**config.mk**
```make
export PLATFORM = sky130hd
export DESIGN_NAME = ddeglitch_xloop_xreg_xfreq_xu24
export DESIGN_NICKNAME = d
export VERILOG_FILES = /design/src/rtl/ddeglitch_xloop_xreg_xfreq_xu24.sv
export SDC_FILE = /design/constraint.sdc
export NUM_CORES = 1
export LEC_CHECK = 0
export ABC_CLOCK_PERIOD_IN_PS = 2500
export CORE_MARGIN = 3
export CORE_UTILIZATION = 59
export DETAILED_ROUTE_END_ITERATION = 7
export DONT_BUFFER_PORTS = 1
export GPL_ROUTABILITY_DRIVEN = 0
export PLACE_DENSITY = 0.77
export RECOVER_POWER = 25
export SLEW_MARGIN = 30
export SYNTH_ARGS = -nofsm -noshare
export SYNTH_HDL_FRONTEND = slang
export SYNTH_SLANG_ARGS = --single-unit
```
**constraint.sdc**
```tcl
create_clock -name CELCLK -period 2.5 [get_ports CELCLK]
set_clock_uncertainty 0.15 [all_clocks]
set_input_delay 0.125 -clock CELCLK [delete_from_list [all_inputs] [get_ports CELCLK]]
set_output_delay 0.125 -clock CELCLK [all_outputs]
set_load 0.005 [all_outputs]
```
**src/rtl/ddeglitch_xloop_xreg_xfreq_xu24.sv**
```systemverilog
// ddeglitch_xloop_xreg_xfreq_xu24
// Deglitcher for a raw asynchronous input: a 2-flop synchronizer feeds a
// four-state qualification FSM that drives a registered level output o.
// Optional feature macro DDEGLITCH_EDGE_FLAG_EN builds the rise/fall pulses
// and the saturating glitch counter; when it is undefined those outputs are
// tied low and their flops are not built.
//
// state  | meaning
// LOW    | o=0, waiting for s=1
// QUAL_H | s=1 seen, counting stable cycles toward HIGH
// HIGH   | o=1, waiting for s=0
// QUAL_L | s=0 seen, counting stable cycles toward LOW
//
// Timing: entry into QUAL_x counts as the first stable cycle (counter=1), and
// o toggles on the edge where the count reaches DEB_CYC, so a held input shows
// up on o 2+DEB_CYC edges after capture. With DEB_CYC=1 the toggle happens on
// the entry edge itself and the FSM leaves QUAL_x on the following edge.

module ddeglitch_xloop_xreg_xfreq_xu24 #(
  parameter int CNT_W   = 8,
  parameter int DEB_CYC = 16
) (
  input  logic       CELCLK,
  input  logic       CELRSTN,
  input  logic       CELV,
  input  logic       CELG,
  input  logic       SUB,
  input  logic       i,
  output logic       o,
  output logic       rise,
  output logic       fall,
  output logic [7:0] glitch_cnt
);

  typedef enum logic [1:0] {LOW, QUAL_H, HIGH, QUAL_L} state_t;

  localparam logic [CNT_W-1:0] DEB     = CNT_W'(DEB_CYC);
  localparam logic             DEB_ONE = (DEB_CYC == 1);

  logic             sync1;
  logic             s;
  state_t           state;
  state_t           state_nxt;
  logic [CNT_W-1:0] cnt;
  logic [CNT_W-1:0] cnt_nxt;
  logic [CNT_W-1:0] cnt_inc;
  logic             o_q;
  logic             o_nxt;
  logic             go_up;
  logic             go_dn;
  logic             abort;

  // Supply/substrate pins carry no logic function.
  logic unused_pwr;
  assign unused_pwr = CELV ^ CELG ^ SUB;

  assign cnt_inc = cnt + CNT_W'(1);

  // Two-flop synchronizer on the raw input.
  always_ff @(posedge CELCLK or negedge CELRSTN) begin
    if (!CELRSTN) begin
      sync1 <= 1'b0;
      s     <= 1'b0;
    end else begin
      sync1 <= i;
      s     <= sync1;
    end
  end

  // FSM state, qualification counter and output level registers.
  always_ff @(posedge CELCLK or negedge CELRSTN) begin
    if (!CELRSTN) begin
      state <= LOW;
      cnt   <= '0;
      o_q   <= 1'b0;
    end else begin
      state <= state_nxt;
      cnt   <= cnt_nxt;
      o_q   <= o_nxt;
    end
  end

  // Next-state, counter and toggle/abort decode.
  always_comb begin
    state_nxt = state;
    cnt_nxt   = cnt;
    o_nxt     = o_q;
    go_up     = 1'b0;
    go_dn     = 1'b0;
    abort     = 1'b0;
    case (state)
      LOW: begin
        if (s) begin
          state_nxt = QUAL_H;
          cnt_nxt   = CNT_W'(1);
          if (DEB_ONE) begin
            o_nxt = 1'b1;
            go_up = 1'b1;
          end
        end
      end
      QUAL_H: begin
        if (DEB_ONE) begin
          state_nxt = HIGH;
          cnt_nxt   = '0;
        end else if (s) begin
          if (cnt_inc == DEB) begin
            state_nxt = HIGH;
            cnt_nxt   = '0;
            o_nxt     = 1'b1;
            go_up     = 1'b1;
          end else begin
            cnt_nxt = cnt_inc;
          end
        end else begin
          state_nxt = LOW;
          cnt_nxt   = '0;
          abort     = 1'b1;
        end
      end
      HIGH: begin
        if (!s) begin
          state_nxt = QUAL_L;
          cnt_nxt   = CNT_W'(1);
          if (DEB_ONE) begin
            o_nxt = 1'b0;
            go_dn = 1'b1;
          end
        end
      end
      QUAL_L: begin
        if (DEB_ONE) begin
          state_nxt = LOW;
          cnt_nxt   = '0;
        end else if (!s) begin
          if (cnt_inc == DEB) begin
            state_nxt = LOW;
            cnt_nxt   = '0;
            o_nxt     = 1'b0;
            go_dn     = 1'b1;
          end else begin
            cnt_nxt = cnt_inc;
          end
        end else begin
          state_nxt = HIGH;
          cnt_nxt   = '0;
          abort     = 1'b1;
        end
      end
      default: begin
        state_nxt = LOW;
        cnt_nxt   = '0;
        o_nxt     = 1'b0;
      end
    endcase
  end

  assign o = o_q;

`ifdef DDEGLITCH_EDGE_FLAG_EN
  logic       rise_q;
  logic       fall_q;
  logic [7:0] glitch_q;

  // Edge pulses registered alongside o; glitch counter saturates at 255.
  always_ff @(posedge CELCLK or negedge CELRSTN) begin
    if (!CELRSTN) begin
      rise_q   <= 1'b0;
      fall_q   <= 1'b0;
      glitch_q <= 8'd0;
    end else begin
      rise_q <= go_up;
      fall_q <= go_dn;
      if (abort && (glitch_q != 8'hFF)) begin
        glitch_q <= glitch_q + 8'd1;
      end
    end
  end

  assign rise       = rise_q;
  assign fall       = fall_q;
  assign glitch_cnt = glitch_q;
`else
  logic unused_flags;
  assign unused_flags = go_up ^ go_dn ^ abort;

  assign rise       = 1'b0;
  assign fall       = 1'b0;
  assign glitch_cnt = 8'd0;
`endif

endmodule

```
==> results.toml, run 1 <==
[run_status]
status = "completed"

[final_layout]
area_growth_pct = 1.58
drive_gt1_frac = 0.134
utilization = 0.676
multi_input_area_um2 = 408
diodes = 0
nFillCells = 94
regArea_um2 = 325
layout.nets = 91

[critical_path]
cp_cell_sequence = "ha_1, nand3_2, or3_1, and4bb_4, and3_4, mux2_4"
cp-startpoint = "cnt[0]"
crit_type = "register to register"
crit_arrival_ps = 2290
cpPeakStageDelay_ps = 460
required_ps = 2520
start_kind = "register"
crit_fanout = 6
reg2reg_setup_slack_ps = 230
r2r-start = "cnt[0]"
endpoint_kind = "register"
cp_slowest_cell = "dfrtp_1"
reg2regPathDepth = 6

[global_routing]
overflow = 0
grt_pass1_wl_mm = 2.38
grt_usage = 0.180
grt_antenna_before_repair = 0
grt_max_degree = 14
grt_pass1_vias = 531

[timing]
setup_tns_ps = 0
finalSetupViolCount = 0
finalHoldViolations = 0
worst_pin_slew_ps = 602
drv_slew = 0
whs_ps = 131
period_share = 0.907
slew_headroom = 0.598
grt_setup_unrepaired = "false"
period_needed_ps = 2270
max_clock_freq_mhz = 441

[synthesis]
ys_types = 32
synthArstFlopShare = 1.00
yosysTopAreaCell = "dfrtp_1"
ys_top_cells_by_count = "13 x dfrtp_1, 10 x buf_4, 7 x o21ai_1"
synth_area_per_cell_um2 = 10.1
synth_flop_cell = "dfrtp_1"
syn_inst = 78
synth_edf_count = 0
synthDominantCellAreaShare = 0.412
synth-seq-area-share = 0.412
yosysWarnings = 0
synth_seq_cells = 13
synth_area_leaders = "dfrtp_1 41%, buf_4 9.5%, o21ai_1 4.4%, xnor2_1 3.3%, xor2_1 3.3%"
netlist_area_um2 = 790
synth.most_common_cell = "dfrtp_1"

[pwr]
sw_frac_of_total = 0.269
p_comb_frac = 0.081
powerDensity_mw_per_mm2 = 493
ir_drop_v = 0.000384
clkPwrFrac = 0.337
p_leak_nw = 0.378
p_total_mw = 0.396
p_int_mw = 0.289
sequentialPowerShare = 0.582
p_sw_mw = 0.107

[floorplanning]
die_y_um = 42.6
boundaryPins = 17
die_x_um = 42.6
die_area_mm2 = 0.00181
start_util = 0.666
core_area_mm2 = 0.00119
std_cell_rows = 12

[routing]
wl_per_cell_um = 14.8
vias = 555
antenna_left = 0
via_per_inst = 5.78
drt_iter0_drc = 8
routed_wirelength_mm = 1.42
firstDrtPassIters = 4
drc_errors = 0

[clock_network]
clock-root-buffer = "clkbuf_4"
clk_latency_ps = 280
ctsHtreeMaxLevel = 1
cts_buffers = 3
cts_tree = "built"
holdBufCountCts = 2
cts_resized = 0
cts.sinks = 13
clk_pin_slew_worst_paths_ps = 80
cts_setup_buffers = 0
clk_path_buf_depth = 2

[worst_hold_path]
hp-class = "input pin to async pin"

[placed_design]
dpl.hpwl_um = 967
port_buffers = 0

[job]
cap_violations = 0
==> layout make-up <==
cell class / instances / share of cell area
clock inverters: 1 / 0.00624
inverters: 1 / 0.00468
multi-input cells: 62 / 0.509
clock buffers: 3 / 0.0281
well taps: 14 / 0.0218
repair buffers: 2 / 0.0250
flip-flops and latches: 13 / 0.406
==> worst min path at each step <==
stage	slack, ps	start	to
floorplan	-320	CELRSTN	async pin
global placement	-320	CELRSTN	cnt[0]
detailed placement	-320	CELRSTN	cnt[0]
CTS	140	CELRSTN	cnt[1]
global route	150	CELRSTN	cnt[1]
finish	130	CELRSTN	cnt[1]
==> cells by family after synthesis <==
family,share of synthesized area
adders and majority gates,0.0317
DFF,0.412
muxes,0.0190
AOI/OAI and AO/OA,0.158
xor gates and xnor gates,0.0666
buffers and inverters,0.114
other,0.00475
and+or+nand+nor,0.193
==> sequential cells by signal, summed over array words and instances, names as in the netlist, named ones only <==
signal,flops
s,1
o,1
state,1
cnt,8
sync1,1
==> power groups by stage <==
stage                     logic [mW]  clock network [mW]  registers (mW)
after global routing          0.0366               0.147           0.232
final                         0.0319               0.133           0.230
after global placement        0.0244                   0           0.234
after floorplan               0.0325                   0           0.231
after CTS                     0.0319               0.135           0.230
after detailed placement      0.0251                   0           0.234
==> placed cells by master (no fill, tap or decap), types with 3 or more instances in the layout <==
cell,Yosys,final
xor2_1,3,3
conb_1,1,10
nor2_1,6,6
nand2_1,6,6
xnor2_1,3,3
dfrtp_1,13,13
clkbuf_4,0,3
o21ai_1,7,7
==> routing by layer <==
| layer | GRT usage | share of wire | vias to the layer above |
|---|---|---|---|
| met5 | 0 | 0 | - |
| met4 | 0.112 | 0.020 | 0 |
| met3 | 0.0429 | 0.047 | 4 |
| met2 | 0.274 | 0.44 | 15 |
| met1 | 0.226 | 0.49 | 266 |
| li1 | - | - | 270 |
==> critical path: cells and delay by family, from the launching register on <==
family	cells	cell delay, ps
and+or+nand+nor	4	960
DFF	1	460
adders and majority gates	1	300
muxes	1	290
==> through the flow <==
step / cell area (um2) / worst slack, ps / instances
floorplan: 823 / 447 / 87
global placement: 754 / 317 / 90
detailed placement: 754 / 261 / 90
CTS: 802 / 240 / 96
global route: 802 / 120 / 96
finish: 802 / 233 / 96
(Power assumes the default switching activity.)
==> inputs of run 2 (changes only) <==
Settings changed: ABC_CLOCK_PERIOD_IN_PS 2500 to 2750, CORE_AREA set to 3 3 40 42, CORE_MARGIN 3 to not set, CORE_UTILIZATION 59 to not set, DIE_AREA set to 0 0 43 45, MAX_ROUTING_LAYER set to met4.
Clock period 2.5 ns to 2.75 ns, I/O delays scaled along.
==> results.toml, run 2 (same netlist as run 1, synthesis figures left out) <==
[final_layout]
nFillCells = 108
top_register = "cnt"
design_area_um2 = 802
final_cell_mix = "13 x dfrtp_1, 10 x conb_1, 7 x o21ai_1, 6 x nor2_1, 6 x nand2_1"
diodes = 0
largest_reg_flops = 8
drive_gt1_frac = 0.122
final_common_cell = "dfrtp_1"
layout.nets = 91
area_growth_pct = 1.58

[placed_design]
dpl.hpwl_mm = 1.01
dpl_cell_area_um2 = 756
port_buffers = 0

[pwr]
p_leak_nw = 0.375
powerDensity_mw_per_mm2 = 442
ir_drop_v = 0.000322
p_total_mw = 0.355

[routing]
firstDrtPassIters = 4
vias = 549
drc_errors = 0
drt_iter0_drc = 5
wl_per_cell_um = 14.1
antenna_left = 0
via_per_inst = 5.66
routed_wirelength_mm = 1.37

[critical_path]
crit_fanout = 6
cpPeakStageDelay_ps = 450
cp-startpoint = "cnt[0]"
required_ps = 2770
crit_type = "register to register"
r2r-start = "cnt[0]"
reg2regPathDepth = 6
endpoint_kind = "register"
start_kind = "register"
reg2reg_setup_slack_ps = 500
cp_cell_sequence = "ha_1, nand3_2, or3_1, and4bb_4, and3_4, mux2_4"
cp_slowest_cell = "dfrtp_1"
crit_arrival_ps = 2270

[clock_network]
cts_tree = "built"
clk_path_buf_depth = 2
cts_buffers = 3
clock-root-buffer = "clkbuf_4"
cts.sinks = 13
cts_setup_buffers = 0
clk_latency_ps = 280
ctsHtreeMaxLevel = 1
cts_resized = 0
holdBufCountCts = 2
clk_pin_slew_worst_paths_ps = 80

[timing]
period_needed_ps = 2250
whs_ps = 143
finalSetupViolCount = 0
drv_slew = 0
finalHoldViolations = 0
max_clock_freq_mhz = 444
setup_tns_ps = 0
slew_headroom = 0.612
grt_setup_unrepaired = "false"
period_share = 0.818
worst_pin_slew_ps = 580

[global_routing]
overflow = 0
grtUsageMet2 = 0.246
grt_usage = 0.161
grt_antenna_before_repair = 0
grt_pass1_wl_mm = 2.20
top_usage_layer = "met2"
grt_max_degree = 14
grt_pass1_vias = 512
grtUsageMet3 = 0.0359
grt.met1_usage = 0.199

[run_status]
status = "completed"

[job]
cap_violations = 0

[worst_hold_path]
hp-class = "input pin to async pin"

[floorplanning]
std_cell_rows = 13
start_util = 0.614
die_y_um = 45
die_area_mm2 = 0.00194
die_x_um = 43
core_area_mm2 = 0.00128
boundaryPins = 17
run 2: area by class of cell:
class / count / area, um2 / share of cell area
Tap cell: 15 / 18.8 / 0.0234
Inverter: 1 / 3.75 / 0.00468
Sequential cell: 13 / 325 / 0.406
Timing Repair Buffer: 2 / 20.0 / 0.0250
Multi-Input combinational cell: 62 / 408 / 0.509
Clock buffer: 4 / 26.3 / 0.0328
run 2: worst min path at each step:
stage / start / endpoint / slack [ps] / depth (start not counted)
3_3_place_gp: CELRSTN / cnt[6] / -310 / 0
3_5_place_dp: CELRSTN / cnt[6] / -310 / 0
5_1_grt: CELRSTN / cnt[6] / 170 / 1
2_1_floorplan: CELRSTN / async pin / -310 / 0
4_1_cts: CELRSTN / cnt[6] / 160 / 1
6_report: CELRSTN / cnt[2] / 140 / 1
run 2: routing by layer:
| metal | part of all wire | vias up |
|---|---|---|
| li1 | - | 271 |
| met1 | 0.50 | 258 |
| met2 | 0.43 | 17 |
| met3 | 0.053 | 3 |
| met4 | 0.018 | 0 |
| met5 | 0 | - |
run 2: per-stage QoR:
stage	cells	setup slack, ps	utilization
2_1_floorplan	87	697	-
3_3_place_gp	91	588	0.588
3_5_place_dp	91	518	0.588
4_1_cts	97	499	0.624
5_1_grt	97	406	0.624
6_report	97	499	0.624
run 2: worst max-delay path, delay by kind of cell (launching register included):
family / cells / cell delay (ps)
DFF: 1 / 450
adders and majority gates: 1 / 280
muxes: 1 / 290
and+or+nand+nor: 4 / 970
run 2: power by group:
| part | leakage (nW) | switching, mW | total, mW | internal [mW] |
|---|---|---|---|---|
| clock network | 0.0150 | 0.0609 | 0.117 | 0.0563 |
| logic | 0.189 | 0.0185 | 0.0291 | 0.0106 |
| registers | 0.171 | 0.0105 | 0.209 | 0.198 |
==> inputs of run 3 (changes only) <==
Settings changed: ABC_AREA set to 1, ABC_CLOCK_PERIOD_IN_PS 2750 to 2100, CORE_AREA 3 3 40 42 to not set, CORE_MARGIN set to 3, CORE_UTILIZATION set to 59, DIE_AREA 0 0 43 45 to not set.
Clock period 2.75 ns to 2.1 ns, I/O delays scaled along.
==> results.toml, run 3 <==
[pwr]
p_leak_nw = 0.429
p_total_mw = 0.476
powerDensity_mw_per_mm2 = 589
ir_drop_v = 0.000389

[timing]
drv_slew = 0
setup_tns_ps = 0
period_share = 0.839
whs_ps = 96.0
setup_ws_ps = 337
grt_setup_unrepaired = "false"
slew_headroom = 0.618
finalHoldViolations = 0
max_clock_freq_mhz = 567
period_needed_ps = 1760
finalSetupViolCount = 0
worst_pin_slew_ps = 571

[synthesis]
synth-seq-area-share = 0.413
synth_flop_cell = "dfrtp_1"
yosysWarnings = 0
synthArstFlopShare = 1.00
synthDominantCellAreaShare = 0.413
syn_inst = 108
synth_area_per_cell_um2 = 7.29
synth_edf_count = 0
synth_area_leaders = "dfrtp_1 41%, nand2_1 17%, buf_4 9.5%, inv_1 9.1%, ha_1 3.2%"
yosysTopAreaCell = "dfrtp_1"
ys_types = 17
ys_top_cells_by_count = "36 x nand2_1, 19 x inv_1, 13 x dfrtp_1"
synth_seq_cells = 13
netlist_area_um2 = 787
synth.most_common_cell = "nand2_1"

[floorplanning]
die_y_um = 42.5
start_util = 0.672
die_area_mm2 = 0.00181
die_x_um = 42.5
boundaryPins = 17
core_area_mm2 = 0.00117
std_cell_rows = 12

[critical_path]
path_common_cell = "nand2_1"
crit_fanout = 5
cpPeakStageDelay_ps = 430
crit_arrival_ps = 1780
crit_type = "register to register"
start_kind = "register"
required_ps = 2120
cp_cell_sequence = "ha_1, nand2_1, inv_1, nand2_1, nand2_1, nor2_1, nand2_1, nor2_4, nand2_1, nand2_1, o21ai_0"
cp_slowest_cell = "dfrtp_1"
endpoint_kind = "register"

[clock_network]
cts.sinks = 13
ctsHtreeMaxLevel = 1
holdBufCountCts = 2
cts_tree = "built"
cts_setup_buffers = 0
clk_latency_ps = 290
cts_resized = 0
cts_buffers = 3
clk_path_buf_depth = 2
clock-root-buffer = "clkbuf_4"
clk_pin_slew_worst_paths_ps = 80

[global_routing]
grt_antenna_before_repair = 0
grt_max_degree = 14
grt_usage = 0.181
grt_pass1_vias = 565
grt_pass1_wl_mm = 2.33
overflow = 0

[final_layout]
top_register = "cnt"
largest_reg_flops = 8
diodes = 0
final_common_cell = "nand2_1"
final_cell_mix = "36 x nand2_1, 19 x inv_1, 13 x dfrtp_1, 10 x conb_1, 6 x nor2_1"
design_area_um2 = 810
area_growth_pct = 2.86
layout.nets = 122
drive_gt1_frac = 0.0619
nFillCells = 97

[job]
cap_violations = 0

[placed_design]
dpl.hpwl_mm = 1.05
dpl_worst_slack_ps = 343
dpl_cell_area_um2 = 763
port_buffers = 0

[routing]
via_per_inst = 4.97
antenna_left = 0
vias = 631
routed_wirelength_mm = 1.38
drt_iter0_drc = 13
drc_errors = 0
wl_per_cell_um = 10.8
firstDrtPassIters = 4

[run_status]
status = "completed"

[worst_hold_path]
hp-class = "input pin to async pin"
==> run 3: path summary, 6_finish.rpt <==
| path | startpoint | end | slack (ps) | cells after the start |
|---|---|---|---|---|
| hold / removal | CELRSTN | cnt[1] | 100 | 1 |
| setup / recovery | cnt[0] | cnt[4] | 340 | 11 |
| hold reg to reg | sync1 | s | 210 | 0 |
| max in group asynchronous | CELRSTN | state[0] | 1330 | 1 |
| min in group CELCLK | sync1 | s | 210 | 0 |
| setup reg to reg | cnt[0] | cnt[4] | 340 | 11 |
==> run 3: worst max-delay path: cells and delay by family (launching register included) <==
family / cells / cell delay [ps]
AOI/OAI and AO/OA: 1 / 90
DFF: 1 / 430
buffers and inverters: 1 / 50
adders and majority gates: 1 / 250
and+or+nand+nor: 8 / 680
==> run 3: cell families (layout without fill, tap and decap cells) <==
kind of cell	after synthesis	count (layout)	share of synthesized area
other	1	10	0.00476
and+or+nand+nor	53	53	0.291
DFF	13	13	0.413
AOI/OAI and AO/OA	9	9	0.0684
adders and majority gates	2	2	0.0318
buffers and inverters	30	26	0.191
==> run 3: where the power goes <==
group | internal, mW | leakage (nW) | switching [mW]
combinational | 0.0158 | 0.242 | 0.0307
sequential | 0.260 | 0.171 | 0.0113
clock | 0.0739 | 0.0150 | 0.0853
==> run 3: metrics by stage <==
stage                      util  cells
after floorplan               -    117
after global placement    0.652    121
after detailed placement  0.652    121
after CTS                 0.691    127
after global routing      0.691    127
final                     0.691    127
==> run 3: metal layers <==
layer  vias up  GRT usage  routed length [um]
met5         -          -                   0
met4         0      0.112                  44
met3         7     0.0386                  98
met2        24      0.280                 623
met1       279      0.212                 610
li1        321          -                   -
==> run 3: area by class of cell <==
| cell class | count | area [um2] | area share |
|---|---|---|---|
| Timing Repair Buffer | 2 | 20.0 | 0.0247 |
| Clock buffer | 4 | 26.3 | 0.0325 |
| Sequential cell | 13 | 325 | 0.402 |
| Multi-Input combinational cell | 74 | 345 | 0.427 |
| Inverter | 20 | 75.1 | 0.0927 |
| Tap cell | 14 | 17.5 | 0.0216 |
